===== src/rtl/spi_clk_gen_if.sv =====
// Handshake bundle between spi_clk_gen and its control/shift neighbours.
// master drives the control inputs; slave is the clock generator.
interface spi_clk_gen_if #(
  parameter int DIVIDER_LEN = 16
);
  logic                   go;
  logic                   enable;
  logic                   last_clk;
  logic [DIVIDER_LEN-1:0] divider;
  logic                   cpol;
  logic                   sclk;
  logic                   cpol_0;
  logic                   cpol_1;
  logic                   busy;
  logic                   done;

  modport master (
    output go, enable, last_clk, divider, cpol,
    input  sclk, cpol_0, cpol_1, busy, done
  );

  modport slave (
    input  go, enable, last_clk, divider, cpol,
    output sclk, cpol_0, cpol_1, busy, done
  );
endinterface


===== src/rtl/spi_clk_gen.sv =====
// SPI serial clock generator: divides wb_clk into sclk, issues edge
// strobes for spi_shift, adds setup delay and guard hold around a transfer.
module spi_clk_gen #(
  parameter int DIVIDER_LEN = 16
) (
  input logic          wb_clk,
  input logic          wb_reset_n,
  spi_clk_gen_if.slave bus
);

  typedef enum logic [1:0] {
    IDLE,
    SETUP,
    RUN,
    HOLD
  } state_t;

  state_t                 state;
  state_t                 state_n;
  logic [DIVIDER_LEN-1:0] cnt;
  logic [DIVIDER_LEN-1:0] cnt_n;
  logic [DIVIDER_LEN-1:0] div_r;
  logic [DIVIDER_LEN-1:0] div_n;
  logic                   cpol_r;
  logic                   cpol_n;
  logic                   lvl;
  logic                   lvl_n;
  logic                   sclk;
  logic                   sclk_n;
  logic                   c0;
  logic                   c0_n;
  logic                   c1;
  logic                   c1_n;
  logic                   done;
  logic                   done_n;
  logic                   busy;
  logic                   tick;

  assign tick = (cnt == '0);

  // lvl is the level sclk will take on the cycle after a strobe;
  // edge decisions use it so divider=0 can strobe every cycle.
  always_comb begin
    state_n = state;
    cnt_n   = cnt;
    div_n   = div_r;
    cpol_n  = cpol_r;
    lvl_n   = lvl;
    sclk_n  = lvl;
    c0_n    = 1'b0;
    c1_n    = 1'b0;
    done_n  = 1'b0;
    case (state)
      IDLE: begin
        sclk_n = bus.cpol;
        lvl_n  = bus.cpol;
        cnt_n  = bus.divider;
        if (bus.go) begin
          div_n   = bus.divider;
          cpol_n  = bus.cpol;
          state_n = SETUP;
        end
      end
      SETUP, RUN: begin
        if (!bus.enable) begin
          state_n = IDLE;
          sclk_n  = cpol_r;
          lvl_n   = cpol_r;
        end else if (!tick) begin
          cnt_n = cnt - DIVIDER_LEN'(1);
        end else begin
          cnt_n   = div_r;
          state_n = RUN;
          if (lvl != cpol_r) begin
            c1_n  = 1'b1;
            lvl_n = cpol_r;
          end else if (!bus.last_clk) begin
            c0_n  = 1'b1;
            lvl_n = ~cpol_r;
          end else begin
            c0_n    = 1'b1;
            state_n = HOLD;
          end
        end
      end
      HOLD: begin
        if (!tick) begin
          cnt_n = cnt - DIVIDER_LEN'(1);
        end else begin
          cnt_n   = div_r;
          done_n  = 1'b1;
          state_n = IDLE;
        end
      end
      default: state_n = IDLE;
    endcase
  end

  always_ff @(posedge wb_clk or negedge wb_reset_n) begin
    if (!wb_reset_n) begin
      state  <= IDLE;
      cnt    <= '0;
      div_r  <= '0;
      cpol_r <= 1'b0;
      lvl    <= 1'b0;
      sclk   <= 1'b0;
      c0     <= 1'b0;
      c1     <= 1'b0;
      done   <= 1'b0;
      busy   <= 1'b0;
    end else begin
      state  <= state_n;
      cnt    <= cnt_n;
      div_r  <= div_n;
      cpol_r <= cpol_n;
      lvl    <= lvl_n;
      sclk   <= sclk_n;
      c0     <= c0_n;
      c1     <= c1_n;
      done   <= done_n;
      busy   <= (state != IDLE);
    end
  end

  assign bus.sclk   = sclk;
  assign bus.cpol_0 = c0;
  assign bus.cpol_1 = c1;
  assign bus.busy   = busy;
  assign bus.done   = done;

endmodule


===== src/flat_wrapper.sv =====
// flat-port wrapper written by rule: the top's interface ports become plain ports
module spi_clk_gen_flat 
#(
  parameter int DIVIDER_LEN = 16
)
  (wb_clk, wb_reset_n, bus_go, bus_enable, bus_last_clk, bus_divider, bus_cpol, bus_sclk, bus_cpol_0, bus_cpol_1, bus_busy, bus_done);
  spi_clk_gen_if #(.DIVIDER_LEN(DIVIDER_LEN)) bus_i ();
  input logic wb_clk;
  input logic wb_reset_n;
  input wire logic [$bits(bus_i.go)-1:0] bus_go;
  input wire logic [$bits(bus_i.enable)-1:0] bus_enable;
  input wire logic [$bits(bus_i.last_clk)-1:0] bus_last_clk;
  input wire logic [$bits(bus_i.divider)-1:0] bus_divider;
  input wire logic [$bits(bus_i.cpol)-1:0] bus_cpol;
  output wire logic [$bits(bus_i.sclk)-1:0] bus_sclk;
  output wire logic [$bits(bus_i.cpol_0)-1:0] bus_cpol_0;
  output wire logic [$bits(bus_i.cpol_1)-1:0] bus_cpol_1;
  output wire logic [$bits(bus_i.busy)-1:0] bus_busy;
  output wire logic [$bits(bus_i.done)-1:0] bus_done;
  assign bus_i.go = bus_go;
  assign bus_i.enable = bus_enable;
  assign bus_i.last_clk = bus_last_clk;
  assign bus_i.divider = bus_divider;
  assign bus_i.cpol = bus_cpol;
  assign bus_sclk = bus_i.sclk;
  assign bus_cpol_0 = bus_i.cpol_0;
  assign bus_cpol_1 = bus_i.cpol_1;
  assign bus_busy = bus_i.busy;
  assign bus_done = bus_i.done;
  spi_clk_gen #(.DIVIDER_LEN(DIVIDER_LEN)) u_core (.wb_clk(wb_clk), .wb_reset_n(wb_reset_n), .bus(bus_i));
endmodule

===== config.mk =====
export PLATFORM = sky130hd
export DESIGN_NAME = spi_clk_gen_flat
export DESIGN_NICKNAME = d
export VERILOG_FILES = /design/src/rtl/spi_clk_gen_if.sv /design/src/rtl/spi_clk_gen.sv /design/src/flat_wrapper.sv
export SDC_FILE = /design/constraint.sdc
export NUM_CORES = 1
export LEC_CHECK = 0
export CAP_MARGIN = 10
export CORE_MARGIN = 2
export CORE_UTILIZATION = 50
export CTS_CLUSTER_DIAMETER = 80
export DETAILED_ROUTE_END_ITERATION = 8
export GPL_TIMING_DRIVEN = 0
export PLACE_DENSITY = 0.79
export SETUP_SLACK_MARGIN = 0.02
export SLEW_MARGIN = 20
export SYNTH_ARGS = -nofsm -noshare
export SYNTH_HDL_FRONTEND = slang
export SYNTH_SLANG_ARGS = --single-unit

===== constraint.sdc =====
create_clock -name wb_clk -period 2.2 [get_ports wb_clk]
set_input_delay 0.55 -clock wb_clk [delete_from_list [all_inputs] [get_ports wb_clk]]
set_output_delay 0.55 -clock wb_clk [all_outputs]
set_load 0.005 [all_outputs]

==> results of run 1 <==
-- cells by family after synthesis --
logic type,count (synthesis)
compound gates,62
xor+xnor,4
fa+ha+maj,5
buf+inv,29
flops,41
mux,23
simple gates,82
-- path summary, 6_finish.rpt --
kind | start | endpoint | slack [ps] | depth (start not counted)
setup / recovery | u_core.cnt[9]$_DFFE_PN0P_ | u_core.cnt[8]$_DFFE_PN0P_ | -150 | 6
hold / removal | wb_reset_n | u_core.div_r[7]$_DFFE_PN0P_ | 170 | 1
setup reg to reg | u_core.cnt[9]$_DFFE_PN0P_ | u_core.cnt[8]$_DFFE_PN0P_ | -150 | 6
hold reg to reg | u_core.div_r[1]$_DFFE_PN0P_ | u_core.div_r[1]$_DFFE_PN0P_ | 520 | 1
max in group asynchronous | wb_reset_n | u_core.cnt[4]$_DFFE_PN0P_ | 1530 | 2
min in group wb_clk | u_core.div_r[1]$_DFFE_PN0P_ | u_core.div_r[1]$_DFFE_PN0P_ | 520 | 1
-- cells in the final DEF (no fill, tap or decap), types with 7 or more instances in the layout --
master,synthesis,final
nand2_1,9,8
nor2_1,14,13
nor4_1,9,8
nand3b_1,7,7
inv_1,9,7
mux2_2,17,17
dfrtp_1,41,36
a21oi_1,12,12
and3_1,7,7
nor3_1,10,8
buf_4,0,24
clkdlybuf4s50_1,0,25
-- metrics by stage --
step | hold slack (ps) | worst slack, ps | instances | utilization (%)
after floorplan | 254 | -92.2 | 246 | -
after global placement | 487 | -505 | 326 | 59.4
after detailed placement | 487 | -439 | 327 | 59.7
after CTS | 179 | -149 | 344 | 64.9
after global routing | 192 | -187 | 359 | 69.8
final | 173 | -146 | 359 | 69.8
-- sequential cells by signal, summed over array words and instances (netlist names) --
signal / flops
u_core.bus.busy: 1
u_core.bus.cpol_0: 1
u_core.bus.cpol_1: 1
u_core.bus.done: 1
u_core.bus.sclk: 1
u_core.cnt: 16
u_core.cpol_r: 1
u_core.div_r: 16
u_core.lvl: 1
u_core.state: 2
-- power breakdown --
| part | leakage (nW) | internal [mW] | switching [mW] |
|---|---|---|---|
| sequential | 0.487 | 1.10 | 0.343 |
| clock | 0.0443 | 0.249 | 0.269 |
| combinational | 0.859 | 0.994 | 1.11 |
-- layer usage --
metal	GRT usage, %	vias up	share of wire, %
li1	-	1043	-
met1	33.5	1156	39
met2	40.6	146	48
met3	6.31	45	8.2
met4	7.27	0	4.2
met5	0	-	0
-- timing repair --
action                                 CTS  global route
setup endpoints to repair               22            32
resized for setup                       18            30
endpoints found under the hold margin    0             0
pin swaps                                1            13
setup buffers                           12            16
gates cloned                             0             2
hold buffers                             0             0
-- cell type report --
class / instances / share of cell area [%]
repair buffers: 56 / 16.7
well taps: 54 / 2.06
multi-input cells: 176 / 42.3
inverters: 9 / 1.03
plain buffers: 16 / 3.78
clock buffers: 7 / 2.63
flip-flops and latches: 41 / 31.5
==> results_dict.tcl, run 1 <==
set metrics [dict create \
    fin_area_um2 3280 \
    die_h_um 73.6 \
    synth_cells 246 \
    synth-compound-area-share_pct 17.8 \
    failed_checks "setup timing" \
    vias 2390 \
    start_kind "register" \
    max-clock-path-buffers 2 \
    coreArea_um2 4690 \
    nets 332 \
    ys_seq_area_share_pct 42.4 \
    grt_overflow 0 \
    io_pins 27 \
    ant_nets 0 \
    synth.avg_cell_area_um2 9.84 \
    wl_um 7230 \
    synth_nets 273 \
    synthSimpleGateAreaFrac_pct 20.1 \
    p_leak_nw 1.39 \
    crit_slowest_cell "or4_4" \
    synth_fa_ha_area_share_pct 2.58 \
    first_global_vias 2131 \
    worst_slew_pin_slew_ps 885 \
    p_per_area_nw_per_um2 1240 \
    synthFlopType "dfrtp_1" \
    synthMuxAreaShare_pct 10.4 \
    drive_above_1_share_pct 30.2 \
    placed_area_um2 2800 \
    synth_xor_area_share_pct 1.45 \
    grt_start_max_net_pins 27 \
    route.detailed.wl_per_inst_um 20.1 \
    die_w_um 73.6 \
    htree_levels 2 \
    power_mw 4.07 \
    ys_warn_count 0 \
    clk-insertion-delay-late_ps 300 \
    critPathKind "register to register" \
    synth_edf_count 0 \
    clkSinkCount 41 \
    critPathArrivalTime_ps 2520 \
    critPathTopFamily "simple AND/OR/NAND/NOR gates" \
    setup_viol 16 \
    crit_buf_inv 2 \
    die_area_um2 5410 \
    timing.final.crit_period_ps 2350 \
    rsz0062_at_grt "true" \
    yosysTopAreaCellShare_pct 42.4 \
    fin_crit_sh_pct 107 \
    synth.most_common_cell "dfrtp_1" \
    worst_ep_required_time_ps 2370 \
    slowest_delay_ps 540 \
    post-route-drc-count 0 \
    multi_input_area_um2 1390 \
    outcome "finished, violations left" \
    routabilityCongestion 0.829 \
    track_usage_pct 25.2 \
    finalClockSkew_ps 9.60 \
    final-seq-area_um2 1030 \
    cts_root_buffer "clkbuf_8" \
    avgViaCountPerCell 6.66 \
    synthToLayoutAreaGrowth_pct 35.3 \
    async_flop_share_pct 100 \
    fill_cells 332 \
    hold_viol 0 \
    row_count 25 \
    synth_area_um2 2420 \
    antenna_found_initial 0 \
    critPathMaxFanout 6 \
    relSlewSlack_pct 40.5 \
    crit_top_cell "or4_4" \
    initial_core_util_pct 51.6 \
    grt_pass1_wl_um 10300 \
    antenna_cells 0 \
    hp-class "input pin to async pin" \
    synth_area_leader_cell "dfrtp_1" \
    report.final.slew_viol_count 0 \
    yosys_register_bits 41 \
    dpl.hpwl_um 4090 \
    postLayoutSetupSlackWorst_ps -146 \
    yosys-top-cells-count "41 x dfrtp_1, 17 x mux2_2, 14 x nor2_1" \
    cts_tree "yes" \
    clkTransAtPathRegs_ps 80 \
    setup_tns_ps -1300 \
    first_iter_violations 403 \
    clock.fmax_ghz 0.426 \
    synth_top_family_by_area "simple AND/OR/NAND/NOR gates" \
    end_kind "register" \
    max_cap_viol_count 0 \
    synth.area.top_cells "dfrtp_1 42%, mux2_2 7.9%, ha_1 2.6%" \
    numCtsBuffers 5 \
    irDropWorstVdd_mv 0.640 \
    ys_types 47 \
    drt_first_pass_iters 5 \
    io_buffers 26 \
    cp_cell_sequence "or4_4 -> buf_6 -> or4_4 -> buf_8 -> o31ai_1 -> a2111oi_1" \
]
Note: power is estimated with default switching activity, not from simulation.
==> run 2: changes to the inputs <==
- REMOVE_ABC_BUFFERS: unset -> 1
==> run 2 against run 1 <==
Effect of this change: global-route usage down 1.7 points; the flow still finishes with violations (setup timing); largest power group unchanged; utilization down 4.7 points; critical endpoint is now u_core.cnt[11]$_DFFE_PN0P_; register-to-register slack better by 110 ps; critical path type unchanged; combinational power down 11%; cell count down 4.5%.
==> results_dict.tcl, run 2 (same netlist as run 1, synthesis figures left out) <==
set metrics [dict create \
    track_usage_pct 23.4 \
    hp-class "input pin to async pin" \
    failed_checks "setup timing" \
    clk-insertion-delay-late_ps 300 \
    pwr-share-comb_pct 49.6 \
    htree_levels 2 \
    swShare_pct 41.0 \
    avgViaCountPerCell 6.40 \
    rsz0062_at_grt "true" \
    fin_crit_sh_pct 102 \
    outcome "finished, violations left" \
    drt_first_pass_iters 4 \
    die_w_um 73.6 \
    grt_pass1_wl_um 9620 \
    dpl.hpwl_um 3390 \
    critPathKind "register to register" \
    report.final.slew_viol_count 0 \
    irDropWorstVdd_mv 0.553 \
    p_per_area_nw_per_um2 1230 \
    p_leak_nw 1.28 \
    largestRegisters "u_core.cnt: 16 flops, u_core.div_r: 16 flops, u_core.state: 2 flops" \
    route.detailed.wl_per_inst_um 18.1 \
    max-clock-path-buffers 2 \
    pwr-share-clk_pct 13.0 \
    worst_slew_pin_slew_ps 816 \
    setup_viol 7 \
    switching_power_mw 1.55 \
    critPathArrivalTime_ps 2410 \
    cts_tree "yes" \
    wl_um 6230 \
    final_common_cell "dfrtp_1" \
    drive_above_1_share_pct 24.6 \
    clkSinkCount 41 \
    cts_hold_buf 0 \
    placed_area_um2 2680 \
    io_pins 27 \
    max_cap_viol_count 0 \
    die_h_um 73.6 \
    end_kind "register" \
    postLayoutSetupSlackWorst_ps -36.7 \
    vias 2196 \
    post-route-drc-count 0 \
    relSlewSlack_pct 45.5 \
    synthToLayoutAreaGrowth_pct 26.3 \
    coreArea_um2 4690 \
    first_global_vias 2006 \
    seqPwrFrac_pct 37.4 \
    fin_cells 343 \
    dpl.cell_count 307 \
    final_cell_mix "40 x dfrtp_1, 25 x clkdlybuf4s50_1, 24 x buf_4" \
    die_area_um2 5410 \
    routabilityCongestion 0.873 \
    start_kind "register" \
    initial_core_util_pct 51.6 \
    nets 315 \
    antenna_found_initial 0 \
    grt_start_max_net_pins 31 \
    io_buffers 26 \
    antenna_cells 0 \
    grt_overflow 0 \
    clkTransAtPathRegs_ps 80 \
    finalClockSkew_ps 6.56 \
    worst_ep_required_time_ps 2380 \
    numCtsBuffers 5 \
    fin_area_um2 3060 \
    clock.fmax_ghz 0.447 \
    timing.final.crit_period_ps 2240 \
    critPathMaxFanout 7 \
    hold_viol 0 \
    hold_ws_ps 144 \
    row_count 25 \
    p_int_mw 2.23 \
    cts_root_buffer "clkbuf_8" \
    first_iter_violations 262 \
    ant_nets 0 \
]
-- run 2: cell types whose count changed in the layout (fill, tap and decap cells not counted), moves of 3 or more --
cell,delta
o21ai_2,-4
dfrtp_1,+4
o21ai_1,+3
clkbuf_2,-4
dfrtp_2,-4
clkbuf_1,-3
buf_8,-3
-- run 2: path summary, 6_finish.rpt --
kind                                         startpoint  cells past startpoint  slack [ps]                           end
min reg2reg                u_core.div_r[11]$_DFFE_PN0P_                      1         510  u_core.div_r[11]$_DFFE_PN0P_
min in group wb_clk        u_core.div_r[11]$_DFFE_PN0P_                      1         510  u_core.div_r[11]$_DFFE_PN0P_
max                           u_core.cnt[1]$_DFFE_PN0P_                      7         -40    u_core.cnt[11]$_DFFE_PN0P_
max in group asynchronous                    wb_reset_n                      2        1570     u_core.cnt[4]$_DFFE_PN0P_
max reg2reg                   u_core.cnt[1]$_DFFE_PN0P_                      7         -40    u_core.cnt[11]$_DFFE_PN0P_
min                                          wb_reset_n                      1         140  u_core.div_r[14]$_DFFE_PN0P_
-- run 2: metal layers --
metal	global-route usage [%]	wire (µm)
met5	0	0
met3	5.21	377
met2	35.4	2910
met1	30.9	2700
met4	13.1	247
-- run 2: stage by stage --
stage | TNS, ps | utilization, % | power, mW | worst slack (ps)
CTS | 0 | 63.5 | 3.59 | 20.2
floorplan | -1160 | - | 2.47 | -225
detailed placement | -9200 | 57.1 | 2.91 | -769
global route | -776 | 65.2 | 4.01 | -114
global placement | -31360 | 56.6 | 2.84 | -780
finish | -94.2 | 65.2 | 3.77 | -36.7
-- run 2: power by group through the flow --
stage               Clock [mW]  Sequential, mW  Combinational, mW
global route             0.519            1.45               2.04
detailed placement           0            1.43               1.47
finish                   0.490            1.41               1.87
CTS                      0.490            1.39               1.71
global placement             0            1.42               1.42
floorplan                    0            1.35               1.12
-- run 2: critical path, cell delays in order (launching register included) --
cell,delay [ps]
dfrtp_1,420
inv_2,90
ha_4,130
or4b_4,490
or4_4,540
buf_4,190
o21ai_1,130
a211oi_1,100
-- run 2: area by class of cell --
cell class,instances,area (µm²)
sequential,41,1030
fill,356,1630
tap,54,67.6
inverter,9,33.8
multi-input combinational,177,1340
clock buffer,8,80.1
timing repair buffer,54,507
-- run 2: timing repair --
item,in CTS,in global routing
pin swaps,5,4
gates cloned,1,0
setup buffers,20,7
setup endpoints to repair,22,17
gates resized for setup,12,8
